===== config.mk =====
export PLATFORM = sky130hd
export DESIGN_NAME = studio2_keypad
export DESIGN_NICKNAME = d
export VERILOG_FILES = /design/src/rtl/studio2_keypad.sv
export SDC_FILE = /design/constraint.sdc
export NUM_CORES = 1
export LEC_CHECK = 0
export BUFFER_PORTS_ARGS = -buffer_cell sky130_fd_sc_hd__clkbuf_2
export CORE_MARGIN = 3
export CORE_UTILIZATION = 45
export CTS_BUF_LIST = sky130_fd_sc_hd__clkbuf_8
export CTS_CLUSTER_DIAMETER = 30
export DETAILED_ROUTE_END_ITERATION = 8
export GPL_ROUTABILITY_DRIVEN = 0
export PLACE_DENSITY = 0.73
export SLEW_MARGIN = 20
export SYNTH_ARGS = -nofsm -noshare
export SYNTH_HDL_FRONTEND = slang
export SYNTH_SLANG_ARGS = --single-unit

===== constraint.sdc =====
create_clock -name clk -period 4.9 [get_ports clk]
set_input_delay 0.49 -clock clk [delete_from_list [all_inputs] [get_ports clk]]
set_output_delay 0.49 -clock clk [all_outputs]
set_load 0.02 [all_outputs]

===== src/rtl/studio2_keypad.sv =====
// studio2_keypad: RCA Studio II dual keypad fed from PS/2 key events.
// Holds both key-down bitmaps, the key-select latch and the EF3/EF4 flags.
module studio2_keypad (
    input  logic        clk,
    input  logic        reset,
    input  logic [10:0] ps2_key,
    input  logic        io_out,
    input  logic [2:0]  io_n,
    input  logic [7:0]  io_dout,
    output logic        ef3_n,
    output logic        ef4_n,
    output logic [3:0]  key_sel,
    output logic [9:0]  kp1_state,
    output logic [9:0]  kp2_state,
    output logic        kp_any
);

    logic        toggle_q;
    logic        evt;
    logic [9:0]  hit1;
    logic [9:0]  hit2;
    logic [9:0]  kp1_nxt;
    logic [9:0]  kp2_nxt;
    logic [3:0]  sel_nxt;
    logic [15:0] ext1;
    logic [15:0] ext2;
    logic        unused_hi;

    // The upper OUT nibble has no meaning for the keypad latch.
    assign unused_hi = ^io_dout[7:4];

    // An event is a toggle edge; extended (E0) codes never reach the keypads.
    assign evt = (ps2_key[10] ^ toggle_q) & ~ps2_key[8];

    // Map the scan code onto a one-hot digit for whichever keypad owns it.
    always_comb begin
        hit1 = '0;
        hit2 = '0;
        case (ps2_key[7:0])
            8'h45: hit1[0] = 1'b1;
            8'h16: hit1[1] = 1'b1;
            8'h1E: hit1[2] = 1'b1;
            8'h26: hit1[3] = 1'b1;
            8'h25: hit1[4] = 1'b1;
            8'h2E: hit1[5] = 1'b1;
            8'h36: hit1[6] = 1'b1;
            8'h3D: hit1[7] = 1'b1;
            8'h3E: hit1[8] = 1'b1;
            8'h46: hit1[9] = 1'b1;
            8'h70: hit2[0] = 1'b1;
            8'h69: hit2[1] = 1'b1;
            8'h72: hit2[2] = 1'b1;
            8'h7A: hit2[3] = 1'b1;
            8'h6B: hit2[4] = 1'b1;
            8'h73: hit2[5] = 1'b1;
            8'h74: hit2[6] = 1'b1;
            8'h6C: hit2[7] = 1'b1;
            8'h75: hit2[8] = 1'b1;
            8'h7D: hit2[9] = 1'b1;
            default: ;
        endcase
    end

    // Next bitmaps and select nibble; flags are derived from these so they
    // move on the same edge as the state that drives them.
    always_comb begin
        kp1_nxt = kp1_state;
        kp2_nxt = kp2_state;
        sel_nxt = key_sel;
        if (evt) begin
            if (ps2_key[9]) begin
                kp1_nxt = kp1_state | hit1;
                kp2_nxt = kp2_state | hit2;
            end else begin
                kp1_nxt = kp1_state & ~hit1;
                kp2_nxt = kp2_state & ~hit2;
            end
        end
        if (io_out && io_n == 3'b010) begin
            sel_nxt = io_dout[3:0];
        end
        // Zero-extend to 16 so selects 10..15 read a zero bit.
        ext1 = {6'b0, kp1_nxt};
        ext2 = {6'b0, kp2_nxt};
    end

    // State register; reset also resyncs toggle history to avoid a false event.
    always_ff @(posedge clk) begin
        toggle_q <= ps2_key[10];
        if (reset) begin
            kp1_state <= '0;
            kp2_state <= '0;
            key_sel   <= '0;
            ef3_n     <= 1'b1;
            ef4_n     <= 1'b1;
            kp_any    <= 1'b0;
        end else begin
            kp1_state <= kp1_nxt;
            kp2_state <= kp2_nxt;
            key_sel   <= sel_nxt;
            ef3_n     <= ~ext1[sel_nxt];
            ef4_n     <= ~ext2[sel_nxt];
            kp_any    <= |{kp1_nxt, kp2_nxt};
        end
    end

endmodule


---- After elaboration in Yosys (flattened, before gate mapping) ----
Index checks and enable logic that the tools add are counted.
word-level totals
  register bits after elaboration ......... 28
  bits of input ports ..................... 25
  output and inout bits ................... 27
  word-level logic and storage cells ...... 71
cells by class
  magnitude comparators ................... 1
  equal/unequal tests ..................... 21
  multiplexer cells ....................... 29
  bitwise operators ....................... 11
  reduce and logical (&&, ||, !) cells .... 2
operators with widths
  operator                                                    count
  == test 8 x 7 -> 1 bit, second input constant               12
  == test 8 x 6 -> 1 bit, second input constant               6
  two-way mux 10 bit                                          4
  two-way mux 1 bit                                           22
  AND 10 bit                                                  2
  inverter 10 bit                                             2
  OR 10 bit                                                   2
  OR reduction 20 bit                                         1
  == test 8 x 5 -> 1 bit, second input constant               2
  binary-select mux 1 bit (select 4 bit)                      2
  less-than comparator 4 x 5 -> 1 bit, second input constant  1
  two-way mux 4 bit                                           1
  == test 3 x 2 -> 1 bit, second input constant               1
  inverter 1 bit                                              3
  AND 1 bit                                                   1
  logical AND 1 bit                                           1
  bitwise XOR 1 bit                                           1

---- Longest topological paths before layout ----
Gate-level depths: netlist (run 1).
  word-level depth ........................ 9
  depth in mapped cells ................... 8
  mapped depth without buffers ............ 6

---- Worst setup path after synthesis (run 1) ----
OpenSTA, ideal clock, no wires.
  kind .................................... input -> register
  start ................................... input io_n[0]
  end ..................................... register ef4_n
  library setup time ...................... 0.124 ns
  arrival time ............................ 2.548 ns
  required time ........................... 4.776 ns
  slack ................................... 2.227 ns
  cell stages on the path ................. 6
  path buffers ............................ 1
  cells stage by stage .................... nor4bb_1 clkbuf_1 mux2i_2 mux2_2 and3_1 a2111o_1
between the ends
  cells in the longest elaborated chain, start to end .. 6
ends and longest elaborated chain
  element                                  line  source
  from (decl)                              8     input logic [2:0] io_n,
  == test 3 x 2 -> 1 bit                   79    if (io_out && io_n == 3'b010) begin
  logical AND 1 bit                        79
  two-way mux 4 bit                        79
  binary-select mux 1 bit (select 4 bit)   102   ef4_n <= ~ext2[sel_nxt];
  two-way mux 1 bit (not written as such)  102
  inverter 1 bit                           102
  to (signal assigned)                     102
  to (decl)                                11    output logic ef4_n,
No other way between the ends. The select of a mux whose other input is x is not followed.
A chain may end at the register's enable or synchronous reset.

---- Worst setup path after layout (run 1) ----
Same ends and word-level chain as after synthesis.

==> impl_metrics.prom, run 1 <==
# TYPE chip_impl_metric gauge
chip_impl_info{name="status",value="finished clean"} 1
chip_impl_metric{name="clock_tree.buffer_depth",unit=""} 2
chip_impl_metric{name="timing.setup.tns",unit="ns"} 0
chip_impl_metric{name="vias_in_the_first_global_route",unit=""} 1394
chip_impl_metric{name="critical_path.max_stage_delay",unit="ns"} 0.68
chip_impl_metric{name="finalWorstPathRequiredPeriod",unit="ns"} 2.51
chip_impl_metric{name="totalWireLength",unit="mm"} 3.80
chip_impl_metric{name="finalCoreUtilization",unit=""} 0.590
chip_impl_metric{name="fin_crit_sh",unit=""} 0.511
chip_impl_metric{name="full_die_area",unit="sq mm"} 0.00428
chip_impl_metric{name="final.fill_count",unit=""} 319
chip_impl_metric{name="arrival",unit="ns"} 2.67
chip_impl_metric{name="antennaDiodeCount",unit=""} 0
chip_impl_metric{name="power_density",unit="mW/mm^2"} 222
chip_impl_metric{name="vdd_drop_max",unit="uV"} 213
chip_impl_metric{name="finalHoldViolations",unit=""} 0
chip_impl_metric{name="p_leak",unit="nW"} 0.771
chip_impl_metric{name="die_w",unit="um"} 65.4
chip_impl_metric{name="cts-resized-gates",unit=""} 0
chip_impl_metric{name="clkTransAtPathRegs",unit="ns"} 0.09
chip_impl_metric{name="final_nets",unit=""} 232
chip_impl_metric{name="post_route_cells_drive_above_1_share",unit=""} 0.296
chip_impl_metric{name="synth_async_sr_flop_share",unit=""} 0
chip_impl_metric{name="number_of_max_cap_violations",unit=""} 0
chip_impl_metric{name="detail_route.drc_violations",unit=""} 0
chip_impl_metric{name="mappedNetlistNets",unit=""} 192
chip_impl_metric{name="layout.cells.non_filler",unit=""} 250
chip_impl_metric{name="crit_cells",unit=""} 7
chip_impl_metric{name="cp.required",unit="ns"} 5.06
chip_impl_metric{name="max_freq",unit="MHz"} 399
chip_impl_metric{name="postCtsSetupBuffers",unit=""} 0
chip_impl_metric{name="area.growth.synth_to_final",unit="%"} 19.1
chip_impl_metric{name="worst_path_bufs_invs",unit=""} 2
chip_impl_metric{name="post_synth_inst_count",unit=""} 167
chip_impl_metric{name="route.vias.total",unit=""} 1436
chip_impl_metric{name="placement_rows",unit=""} 20
chip_impl_info{name="root_buffer",value="sky130_fd_sc_hd__clkbuf_8"} 1
chip_impl_metric{name="placed_cells_incl_taps",unit=""} 246
chip_impl_metric{name="numCtsBuffers",unit=""} 3
chip_impl_metric{name="initial_core_util",unit=""} 0.496
chip_impl_metric{name="number_of_register_bits_inferred_by_synthesis",unit=""} 28
chip_impl_metric{name="post_synth.cell_area_avg",unit="sq um"} 9.51
chip_impl_metric{name="multi_input_comb_area",unit="sq um"} 966
chip_impl_metric{name="drtIter0Drc",unit=""} 91
chip_impl_metric{name="vias_per_cell",unit=""} 5.74
chip_impl_metric{name="grt_remaining_overflow",unit=""} 0
chip_impl_metric{name="drt-pass1-iter-count",unit=""} 4
chip_impl_metric{name="final_max_slew_viol_count",unit=""} 0
chip_impl_metric{name="io_buffers",unit=""} 47
chip_impl_metric{name="clk_latency",unit="ns"} 0.27
chip_impl_metric{name="track_usage",unit=""} 0.186
chip_impl_metric{name="yosysUniqueCellTypes",unit=""} 34
chip_impl_metric{name="ys_warn_count",unit=""} 0
chip_impl_metric{name="worst_slew_pin_slew",unit="ns"} 0.770
chip_impl_metric{name="final_antenna_net_count",unit=""} 0
chip_impl_metric{name="max-slew-margin-rel",unit=""} 0.476
chip_impl_metric{name="worst_r2r_path_depth",unit=""} 7
chip_impl_metric{name="hold_fix_buffers_at_cts",unit=""} 0
chip_impl_metric{name="portion_of_the_post_synthesis_area_used_by_sequential_elements",unit=""} 0.353
chip_impl_metric{name="placement.cell_area",unit="sq mm"} 0.00184
chip_impl_metric{name="fin_worst_skew",unit="ns"} 0.00309
chip_impl_info{name="cp-start-kind",value="primary input"} 1
chip_impl_metric{name="post_synth_instance_area",unit="sq mm"} 0.00159
chip_impl_info{name="cp_slowest_cell",value="sky130_fd_sc_hd__mux2i_2"} 1
chip_impl_metric{name="hold-path-cell-count",unit=""} 1
chip_impl_metric{name="grt_max_degree",unit=""} 29
chip_impl_metric{name="synth-edff-count",unit=""} 0
chip_impl_info{name="timing.critical_path.max_delay_family",value="multiplexers"} 1
chip_impl_info{name="worst_setup_path_end_kind",value="flip-flop"} 1
chip_impl_info{name="criticalPathCategory",value="primary input to flip-flop"} 1
chip_impl_metric{name="clock-sinks",unit=""} 28
chip_impl_metric{name="route.detailed.wl_per_inst",unit="um"} 15.2
chip_impl_metric{name="final_area",unit="sq mm"} 0.00189
chip_impl_metric{name="cts_htree_levels",unit=""} 1
chip_impl_metric{name="die_height",unit="um"} 65.4
chip_impl_info{name="synth_ff_type",value="sky130_fd_sc_hd__dfxtp_1"} 1
chip_impl_metric{name="final_setup_violation_count",unit=""} 0
chip_impl_metric{name="seqCellArea",unit="sq um"} 561
chip_impl_info{name="crit_path_cell_trace",value="clkbuf_2 > nor4bb_1 > buf_4 > mux2i_2 > mux2_2 > and3_1 > a2111o_1"} 1
chip_impl_metric{name="half_perimeter_wire_length_of_the_detailed_placement_result",unit="mm"} 2.96
chip_impl_info{name="cts_tree",value="yes"} 1
chip_impl_metric{name="initial_antenna_violation_count",unit=""} 0
chip_impl_info{name="grt_setup_unrepaired",value="false"} 1
chip_impl_metric{name="first_pass_grt_wire_length",unit="mm"} 6.37
chip_impl_metric{name="core_area",unit="sq mm"} 0.00320
chip_impl_info{name="hold_path_class",value="primary input to flip-flop"} 1
chip_impl_metric{name="pin_count",unit=""} 52
chip_impl_metric{name="crit_path_max_fanout",unit=""} 10
## power breakdown
group | switching, mW | leakage [nW] | total [mW] | internal (mW)
clock network | 0.0685 | 0.0288 | 0.140 | 0.0719
registers | 0.000703 | 0.226 | 0.230 | 0.229
logic | 0.0317 | 0.516 | 0.0506 | 0.0189
total | 0.101 | 0.771 | 0.421 | 0.320
## worst paths after layout
check / from / to / slack, ns
worst min register to register: kp2_state[0] / kp2_state[0] / 0.56
worst max register to register: toggle_q / ef4_n / 2.79
worst min-delay path: ps2_key[10] / toggle_q / 0.34
worst max-delay path: io_n[0] / ef4_n / 2.39
## cell families (layout without fill, tap and decap cells)
| logic type | Yosys count | count (layout) | synth area share |
|---|---|---|---|
| AOI/OAI and AO/OA | 6 | 6 | 0.0315 |
| xor gates and xnor gates | 1 | 1 | 0.00552 |
| buffers and inverters | 15 | 54 | 0.0386 |
| DFF | 28 | 28 | 0.353 |
| muxes | 36 | 36 | 0.231 |
| and+or+nand+nor | 81 | 81 | 0.340 |
## registers in the layout (all words and copies together) (netlist names)
signal	flops
ef3_n	1
ef4_n	1
toggle_q	1
key_sel	4
kp2_state	10
kp1_state	10
kp_any	1
## synthesized netlist by cell type (all sizes together) (2+ instances only)
cell type | count | share of area
a31oi | 2 | 0.0079
or4bb | 2 | 0.014
dfxtp | 28 | 0.35
clkbuf | 10 | 0.024
nor2 | 26 | 0.061
mux2i | 34 | 0.22
nor4 | 17 | 0.076
mux2 | 2 | 0.014
nand4b | 5 | 0.028
nor4b | 3 | 0.017
and2 | 2 | 0.0079
nand4bb | 5 | 0.035
nor2b | 2 | 0.0079
or4b | 6 | 0.040
nand3 | 2 | 0.0063
nor3 | 2 | 0.0063
buf | 4 | 0.012
nand4 | 5 | 0.020
## placed cells by master, fill, tap and decap left out, types with 3 or more instances in the layout
master                       n
sky130_fd_sc_hd__clkbuf_8    4
sky130_fd_sc_hd__nor4_1     16
sky130_fd_sc_hd__mux2i_1    33
sky130_fd_sc_hd__nand4b_1    5
sky130_fd_sc_hd__or4b_1      3
sky130_fd_sc_hd__clkbuf_2   47
sky130_fd_sc_hd__nand4_1     5
sky130_fd_sc_hd__dfxtp_1    28
sky130_fd_sc_hd__nand4bb_1   5
sky130_fd_sc_hd__nor4b_1     3
sky130_fd_sc_hd__nor2_1     26
## layout make-up
type / count / share of cell area
inverter: 1 / 0.00199
timing repair buffer: 49 / 0.132
multi-input combinational: 124 / 0.511
tap: 44 / 0.0291
clock buffer: 4 / 0.0291
sequential: 28 / 0.296
## per-layer routing
metal	share of wire	vias up	global-route usage
met5	0	-	0
met4	0.013	0	0.0544
met3	0.043	6	0.0274
met2	0.48	35	0.311
met1	0.47	681	0.247
li1	-	714	-
## metrics by stage
| stage | power (mW) | hold WS, ns | worst slack, ns |
|---|---|---|---|
| final | 0.421 | 0.341 | 2.39 |
| after global routing | 0.438 | 0.331 | 2.26 |
| after CTS | 0.424 | 0.337 | 2.40 |
| after detailed placement | 0.285 | 0.548 | 2.13 |
| after global placement | 0.283 | 0.536 | 2.14 |
| after floorplan | 0.269 | 0.518 | 2.23 |
No activity file was read; power rests on OpenSTA's default activity.
==> run 2, diff against run 1 <==
Clock period 4.9 ns to 2.49 ns, I/O delays scaled along.
==> impl_metrics.prom, run 2 (synthesis results as in run 1) <==
# TYPE chip_impl_metric gauge
chip_impl_metric{name="final.fill_count",unit=""} 309
chip_impl_info{name="status",value="finished clean"} 1
chip_impl_metric{name="clk_latency",unit="ns"} 0.27
chip_impl_metric{name="placed_cells_incl_taps",unit=""} 253
chip_impl_metric{name="core_area",unit="sq mm"} 0.00320
chip_impl_info{name="hold_path_class",value="primary input to flip-flop"} 1
chip_impl_info{name="worst_setup_path_end_kind",value="flip-flop"} 1
chip_impl_metric{name="first_pass_grt_wire_length",unit="mm"} 6.24
chip_impl_metric{name="clock_tree.buffer_depth",unit=""} 2
chip_impl_metric{name="max_freq",unit="MHz"} 472
chip_impl_metric{name="critical_path.max_stage_delay",unit="ns"} 0.71
chip_impl_info{name="worstHoldEndpoint",value="toggle_q"} 1
chip_impl_metric{name="clock-sinks",unit=""} 28
chip_impl_metric{name="hold_fix_buffers_at_cts",unit=""} 0
chip_impl_metric{name="route.detailed.wl_per_inst",unit="um"} 14.8
chip_impl_info{name="hold_path_startpoint",value="ps2_key[10]"} 1
chip_impl_metric{name="totalWireLength",unit="mm"} 3.80
chip_impl_metric{name="clkTransAtPathRegs",unit="ns"} 0.09
chip_impl_metric{name="numCtsBuffers",unit=""} 3
chip_impl_info{name="rr_startpoint",value="toggle_q"} 1
chip_impl_info{name="timing.critical_path.max_delay_family",value="simple AND/OR/NAND/NOR gates"} 1
chip_impl_metric{name="placement.cell_area",unit="sq mm"} 0.00189
chip_impl_metric{name="worst_slew_pin_slew",unit="ns"} 0.542
chip_impl_metric{name="final_max_slew_viol_count",unit=""} 0
chip_impl_metric{name="hold-path-cell-count",unit=""} 1
chip_impl_metric{name="p_leak",unit="nW"} 0.802
chip_impl_metric{name="drt-pass1-iter-count",unit=""} 4
chip_impl_metric{name="arrival",unit="ns"} 2.34
chip_impl_metric{name="cp.required",unit="ns"} 2.71
chip_impl_info{name="cts_tree",value="yes"} 1
chip_impl_metric{name="final_nets",unit=""} 239
chip_impl_metric{name="final_area",unit="sq mm"} 0.00194
chip_impl_metric{name="detail_route.drc_violations",unit=""} 0
chip_impl_metric{name="pin_count",unit=""} 52
chip_impl_metric{name="area.growth.synth_to_final",unit="%"} 22.4
chip_impl_info{name="most_common_cell_on_crit_path",value="sky130_fd_sc_hd__mux2i_1"} 1
chip_impl_metric{name="half_perimeter_wire_length_of_the_detailed_placement_result",unit="mm"} 2.99
chip_impl_metric{name="initial_antenna_violation_count",unit=""} 0
chip_impl_metric{name="antennaDiodeCount",unit=""} 0
chip_impl_metric{name="fin_worst_skew",unit="ns"} 0.00119
chip_impl_info{name="crit_path_cell_trace",value="clkbuf_2 > or4b_2 > nor4_1 > mux2i_1 > mux2i_1 > a32oi_1 > o311a_1"} 1
chip_impl_metric{name="max-slew-margin-rel",unit=""} 0.639
chip_impl_metric{name="post_route_cells_drive_above_1_share",unit=""} 0.319
chip_impl_info{name="reg.largest.list",value="kp1_state (10), kp2_state (10), key_sel (4)"} 1
chip_impl_metric{name="die_w",unit="um"} 65.4
chip_impl_metric{name="crit_path_max_fanout",unit=""} 11
chip_impl_metric{name="finalWorstPathRequiredPeriod",unit="ns"} 2.12
chip_impl_metric{name="layout.cells.non_filler",unit=""} 257
chip_impl_info{name="grt_setup_unrepaired",value="false"} 1
chip_impl_metric{name="grt_max_degree",unit=""} 29
chip_impl_metric{name="r2r_slack",unit="ns"} 0.38
chip_impl_metric{name="timing.setup.tns",unit="ns"} 0
chip_impl_info{name="cp_slowest_cell",value="sky130_fd_sc_hd__or4b_2"} 1
chip_impl_metric{name="initial_core_util",unit=""} 0.496
chip_impl_metric{name="fin_crit_sh",unit=""} 0.852
chip_impl_metric{name="final_setup_violation_count",unit=""} 0
chip_impl_metric{name="worst_r2r_path_depth",unit=""} 7
chip_impl_metric{name="cts-resized-gates",unit=""} 0
chip_impl_metric{name="finalHoldViolations",unit=""} 0
chip_impl_metric{name="final_antenna_net_count",unit=""} 0
chip_impl_metric{name="drtIter0Drc",unit=""} 131
chip_impl_metric{name="cts_htree_levels",unit=""} 1
chip_impl_info{name="criticalPathCategory",value="primary input to flip-flop"} 1
chip_impl_metric{name="track_usage",unit=""} 0.185
chip_impl_info{name="layout_common_cells",value="sky130_fd_sc_hd__clkbuf_2, sky130_fd_sc_hd__mux2i_1, sky130_fd_sc_hd__dfxtp_1"} 1
chip_impl_metric{name="worst_path_bufs_invs",unit=""} 1
chip_impl_metric{name="route.vias.total",unit=""} 1477
chip_impl_metric{name="placement_rows",unit=""} 20
chip_impl_metric{name="io_buffers",unit=""} 47
chip_impl_metric{name="grt_remaining_overflow",unit=""} 0
chip_impl_metric{name="number_of_max_cap_violations",unit=""} 0
chip_impl_metric{name="postCtsSetupBuffers",unit=""} 0
chip_impl_metric{name="vdd_drop_max",unit="uV"} 313
chip_impl_info{name="root_buffer",value="sky130_fd_sc_hd__clkbuf_8"} 1
chip_impl_metric{name="power_density",unit="mW/mm^2"} 427
chip_impl_metric{name="full_die_area",unit="sq mm"} 0.00428
chip_impl_metric{name="die_height",unit="um"} 65.4
chip_impl_info{name="cp-start-kind",value="primary input"} 1
chip_impl_info{name="final_common_cell",value="sky130_fd_sc_hd__clkbuf_2"} 1
chip_impl_metric{name="vias_per_cell",unit=""} 5.75
chip_impl_info{name="worst_r2r_endpoint",value="ef4_n"} 1
chip_impl_metric{name="vias_in_the_first_global_route",unit=""} 1379
-- run 2: changes by cell type in the layout (fill, tap and decap cells not counted), sizes merged --
cell  delta
buf      +7
-- run 2: worst max-delay path by stage --
stage	start	endpoint	slack (ns)	depth (start not counted)
finish	ps2_key[4]	ef3_n	0.37	7
global route	toggle_q	kp_any	0.16	7
CTS	toggle_q	ef4_n	0.37	7
detailed placement	ps2_key[4]	kp_any	0.12	7
global placement	ps2_key[4]	ef3_n	0.16	7
floorplan	io_n[0]	ef4_n	0.06	6
-- run 2: area by class of cell --
type | instances | area [sq um] | share of cell area
clock buffer | 4 | 55.1 | 0.0283
inverter | 1 | 3.75 | 0.00193
sequential | 28 | 561 | 0.288
tap | 44 | 55.1 | 0.0283
timing repair buffer | 56 | 303 | 0.156
multi-input combinational | 124 | 966 | 0.497
-- run 2: report_power, final --
group / switching, mW / internal [mW] / total, mW
Combinational: 0.0629 / 0.0405 / 0.103
Sequential: 0.00128 / 0.450 / 0.452
Clock: 0.133 / 0.142 / 0.274
Total: 0.197 / 0.632 / 0.830
-- run 2: metal layers --
layer  global-route usage  vias to the layer above  share of wire
li1                     -                      728              -
met1                0.234                      690           0.45
met2                0.310                       52           0.48
met3               0.0291                        7          0.057
met4               0.0777                        0          0.017
met5                    0                        -              0
-- run 2: through the flow --
stage / util / hold WS (ns) / power, mW / setup WS [ns]
floorplan: - / 0.277 / 0.529 / 0.0581
global placement: 0.589 / 0.382 / 0.561 / 0.157
detailed placement: 0.589 / 0.386 / 0.564 / 0.117
CTS: 0.607 / 0.0968 / 0.839 / 0.366
global route: 0.607 / 0.0883 / 0.875 / 0.164
finish: 0.607 / 0.100 / 0.830 / 0.369
